## config.mk

```make
export PLATFORM = sky130hd
export DESIGN_NAME = cmem_loader
export DESIGN_NICKNAME = d
export VERILOG_FILES = /design/src/rtl/cmem_loader.sv
export SDC_FILE = /design/constraint.sdc
export NUM_CORES = 1
export LEC_CHECK = 0
export ABC_AREA = 1
export CORE_ASPECT_RATIO = 2
export CORE_MARGIN = 1
export CORE_UTILIZATION = 50
export CTS_CLUSTER_DIAMETER = 60
export CTS_CLUSTER_SIZE = 25
export DETAILED_ROUTE_END_ITERATION = 6
export PLACE_DENSITY = 0.73
export SYNTH_ARGS = -nofsm -noshare
export SYNTH_HDL_FRONTEND = slang
export SYNTH_SLANG_ARGS = --single-unit
```

## constraint.sdc

```tcl
create_clock -name clk -period 3.7 [get_ports clk]
set_input_delay 0.555 -clock clk [delete_from_list [all_inputs] [get_ports clk]]
set_output_delay 0.555 -clock clk [all_outputs]
set_load 0.01 [all_outputs]
```

## src/rtl/cmem_loader.sv

```systemverilog
// Coefficient-memory write master: streams DEPTH coefficients into cmem in address order,
// then optionally reads them back and compares a modular checksum before raising done.
module cmem_loader #(
  parameter int DEPTH  = 64,
  parameter int AW     = 6,
  parameter int DW     = 16,
  parameter int VERIFY = 1
) (
  input  logic          clk,
  input  logic          rst_n,
  input  logic          start,
  input  logic          s_valid,
  input  logic [DW-1:0] s_data,
  output logic          s_ready,
  output logic [AW-1:0] cm_addr,
  output logic          cm_w_en,
  output logic [DW-1:0] cm_data_in,
  input  logic [DW-1:0] cm_data_out,
  output logic          busy,
  output logic          done,
  output logic          error,
  output logic [DW-1:0] checksum,
  output logic [1:0]    dbg_state
);

  typedef enum logic [1:0] {
    S_IDLE   = 2'd0,
    S_LOAD   = 2'd1,
    S_VERIFY = 2'd2,
    S_DONE   = 2'd3
  } state_t;

  localparam int            LAST_I  = DEPTH - 1;
  localparam logic [AW:0]   LAST    = LAST_I[AW:0];
  localparam logic [AW:0]   DEPTH_W = DEPTH[AW:0];

  state_t        state;
  logic [AW:0]   idx;
  logic [AW:0]   rd_ptr;
  logic [DW-1:0] rd_sum;
  logic [DW-1:0] rd_sum_nxt;
  logic          rd_vld0, rd_vld1;
  logic          rd_last0, rd_last1;
  logic          hs;

  // Stream handshake: a word transfers on a rising edge where s_valid && s_ready;
  // s_ready depends only on state, never on s_valid.
  assign s_ready    = (state == S_LOAD);
  assign hs         = s_valid & s_ready;
  assign busy       = (state == S_LOAD) || (state == S_VERIFY);
  assign dbg_state  = state;
  assign rd_sum_nxt = rd_sum + cm_data_out;

  always_ff @(posedge clk or negedge rst_n) begin
    if (!rst_n) begin
      state      <= S_IDLE;
      idx        <= '0;
      rd_ptr     <= '0;
      rd_sum     <= '0;
      rd_vld0    <= 1'b0;
      rd_vld1    <= 1'b0;
      rd_last0   <= 1'b0;
      rd_last1   <= 1'b0;
      cm_addr    <= '0;
      cm_w_en    <= 1'b0;
      cm_data_in <= '0;
      done       <= 1'b0;
      error      <= 1'b0;
      checksum   <= '0;
    end else begin
      case (state)
        S_IDLE, S_DONE: begin
          cm_w_en  <= 1'b0;
          rd_vld0  <= 1'b0;
          rd_vld1  <= 1'b0;
          rd_last0 <= 1'b0;
          rd_last1 <= 1'b0;
          if (start) begin
            state    <= S_LOAD;
            done     <= 1'b0;
            error    <= 1'b0;
            idx      <= '0;
            rd_ptr   <= '0;
            checksum <= '0;
            rd_sum   <= '0;
          end else if (state == S_DONE) begin
            // Without readback, done rises the cycle after the last write is on cm_*.
            done <= 1'b1;
          end
        end

        S_LOAD: begin
          if (hs) begin
            cm_addr    <= idx[AW-1:0];
            cm_data_in <= s_data;
            cm_w_en    <= 1'b1;
            checksum   <= checksum + s_data;
            idx        <= idx + 1'b1;
            if (idx == LAST) begin
              state <= (VERIFY != 0) ? S_VERIFY : S_DONE;
            end
          end else begin
            cm_w_en <= 1'b0;
          end
        end

        S_VERIFY: begin
          // The first VERIFY cycle carries the final write, so reads start one edge later.
          cm_w_en <= 1'b0;
          if (rd_ptr < DEPTH_W) begin
            cm_addr  <= rd_ptr[AW-1:0];
            rd_ptr   <= rd_ptr + 1'b1;
            rd_vld0  <= 1'b1;
            rd_last0 <= (rd_ptr == LAST);
          end else begin
            rd_vld0  <= 1'b0;
            rd_last0 <= 1'b0;
          end
          rd_vld1  <= rd_vld0;
          rd_last1 <= rd_last0;
          if (rd_vld1) begin
            rd_sum <= rd_sum_nxt;
            if (rd_last1) begin
              error <= (rd_sum_nxt != checksum);
              done  <= 1'b1;
              state <= S_DONE;
            end
          end
        end

        default: state <= S_IDLE;
      endcase
    end
  end

endmodule

```

==> results.txt <==
antenna violation net count after detailed routing - 0
most frequent cell after synthesis - nand2_1
Worst-Margin Slew - 0.986 ns
post-CTS repair timing setup buffer count - 0
vias per cell - 5.47
mux cell area share after synthesis - 0%
maxcap violations - 0
final number of setup-violating endpoints - 0
Syn-to-layout area delta - 25.1%
Initial Util - 51.2%
Worst VDD drop - 0.565 mV
Clock Tree Buf Depth - 2
area of the core - 0.0101 mm²
Final TNS setup - 0 ns
Rel. slew slack - 34.3%
GPL Wtd Cong - 0.870
CTS sink cnt - 77
Peak Freq - 352 MHz
Syn Inst Count - 705
Netlist cell types - 47
CP arrival - 3.05 ns
critical setup path kind - flip-flop to flip-flop
RSZ-0062 raised after global routing - no
Synth Area in Simple Gates - 30.5%
Hold Buf Count CTS - 0
Boundary Pins - 81
pre-CTS setup slack - 0.694 ns
Final Hold Viols - 0
Diodes inserted - 0
Cell Chain, Critical Path - inv_1, ha_1, inv_2, nor2_2, nor2_4, nor2_1, inv_2, nand4_2, nor2_1, a21oi_1, nor3_1
main combinational cell family by area after synthesis - simple AND/OR/NAND/NOR gates
post-DP HPWL - 11.5 mm
Slew Viols, Final - 0
CP max FO - 16
initial antenna violation count - 0
Synth async-reset ratio - 100%
Die W - 73.9 µm
xor/xnor share of the synthesized area - 1.79%
DRC - 0
family with the most delay on the worst path - simple AND/OR/NAND/NOR gates
largest net degree at the start of global routing - 78
vias in the first global route - 5168
Crit path buffers/inverters - 3
Post-synth top cells - nand2_1, inv_1, dfrtp_1
Post-Route WL - 14.5 mm
GR Overflow Total - 0
CTS resizes - 0
min Tclk post-route - 2.84 ns
type of destination of the critical path - flip-flop
Min-Delay Path Class - primary input to async pin
Synth area leaders - dfrtp_1, nand2_1, ha_1
WP data required - 3.91 ns
Die Footprint - 0.0108 mm²
flops & latches, synth - 77
status - finished clean
buffers added on ports - 80
ys flop type - dfrtp_1
initial drt markers - 253
TritonCTS Buffers - 9
Synthesis Warnings - 0
Post-synth EDFFs - 0
r2r startpoint - dbg_state[0]$_DFFE_PN0P_
Wirelength per Cell - 15.6 µm
Root Buffer - clkbuf_16
DR vias - 5096
Synth Cell Area - 0.00516 mm²
Worst-path clk slew - 0.06 ns
max incr delay on CP - 0.68 ns
die height - 146 µm
adder-cell area share of the yosys netlist - 9.50%
Detailed Routing Iterations Pass 1 - 6
global-route wire length before repair - 23.7 mm
fin util - 64.1%
crit share post-route - 76.8%
leading area contributor after synthesis - dfrtp_1
post-synthesis sequential area ratio - 37.3%
Cell Pwr Density - 764 mW/mm²
aggregate global-route resource usage - 28.9%
std cell rows - 52
leakage power - 3.26 nW
Clock Latency Late Sink - 0.34 ns
CP startpoint - dbg_state[0]$_DFFE_PN0P_
Synth Net Count - 779
fraction of layout cells with a size suffix above 1 - 7.28%
nets - 866
Compound-Gate Fraction of Synth Area - 12.6%
Startpoint Class - flip-flop
worst clock skew - 0.0126 ns
CTS tree - built
syn_area_per_cell - 7.33 µm²
deepest level of the CTS H-tree - 3
post-synth top area share - 37.3%
Final WS setup - 0.858 ns
critical path's slowest cell - nor2_1
==> registers in the layout, indices dropped and copies added, names as in the netlist <==
name	flops
done	1
cm_addr	6
dbg_state	2
checksum	16
rd_vld0	1
cm_data_in	16
rd_ptr	7
error	1
cm_w_en	1
rd_vld1	1
rd_sum	16
idx	7
rd_last1	1
rd_last0	1
==> worst paths after layout <==
check	to	slack, ns	cells after the start
worst max-delay path	idx[5]$_DFFE_PN0P_	0.86	11
worst min-delay path	cm_data_in[9]$_DFFE_PN0P_	0.37	1
worst max register to register	idx[5]$_DFFE_PN0P_	0.86	11
worst min register to register	cm_data_in[15]$_DFFE_PN0P_	0.49	2
max in group asynchronous	rd_sum[7]$_DFFE_PN0P_	2.68	1
min in group clk	cm_data_in[15]$_DFFE_PN0P_	0.49	2
==> layout by cell type (no fill, tap or decap), types with 3 or more instances in the layout <==
cell type and instances:
dfrtp_1 77, o21ai_1 3, nand3_1 58, a21o_1 3
nand4_1 4, xor2_1 6, inv_1 97, nand3_2 5
nor3b_1 6, nor2_1 46, buf_4 6, a21oi_2 3
clkdlybuf4s50_1 79, a21oi_1 36, clkbuf_16 9, ha_1 36
nor2_2 4, inv_2 5, nor3_1 9, a31oi_1 5
o21ai_0 32, nand2_2 14, o22ai_1 20, nand2_1 197
==> metal layers <==
layer  part of all wire [%]  global-route usage, %  vias up
li1                       -                      -     2489
met1                     36                   29.2     2431
met2                     57                   54.2      135
met3                    3.5                   4.78       41
met4                    3.6                   14.6        0
met5                      0                      0        -
==> report_power, final <==
group | internal (W) | total (W) | switching, W
combinational | 0.00105 | 0.00259 | 0.00154
sequential | 0.00112 | 0.00136 | 0.000245
clock | 0.000629 | 0.000986 | 0.000357
total | 0.00280 | 0.00494 | 0.00214
==> cell type report <==
type | count | area [µm²]
Fill cell | 933 | 3620
Sequential cell | 77 | 1930
Timing Repair Buffer | 85 | 836
Multi-Input combinational cell | 515 | 2810
Inverter | 104 | 390
Tap cell | 135 | 169
Clock inverter | 5 | 81.3
Clock buffer | 11 | 253
==> kinds of logic (layout without fill, tap and decap cells) <==
group                      after synthesis  after routing
adders and majority gates               38             38
DFF                                     77             77
buffers and inverters                  113            205
xor gates and xnor gates                 9              9
AOI/OAI and AO/OA                      113            113
and+or+nand+nor                        355            355
==> metrics by stage <==
stage / hold WS [ns] / instances / cell area [µm²] / total power [W]
final: 0.373 / 932 / 6460 / 0.00494
after global routing: 0.467 / 932 / 6460 / 0.00529
after CTS: 0.424 / 932 / 6460 / 0.00495
after detailed placement: 0.469 / 916 / 6130 / 0.00395
after global placement: 0.465 / 916 / 6130 / 0.00389
after floorplan: 0.259 / 705 / 5160 / 0.00290
Power figures use the tool's default switching activity.
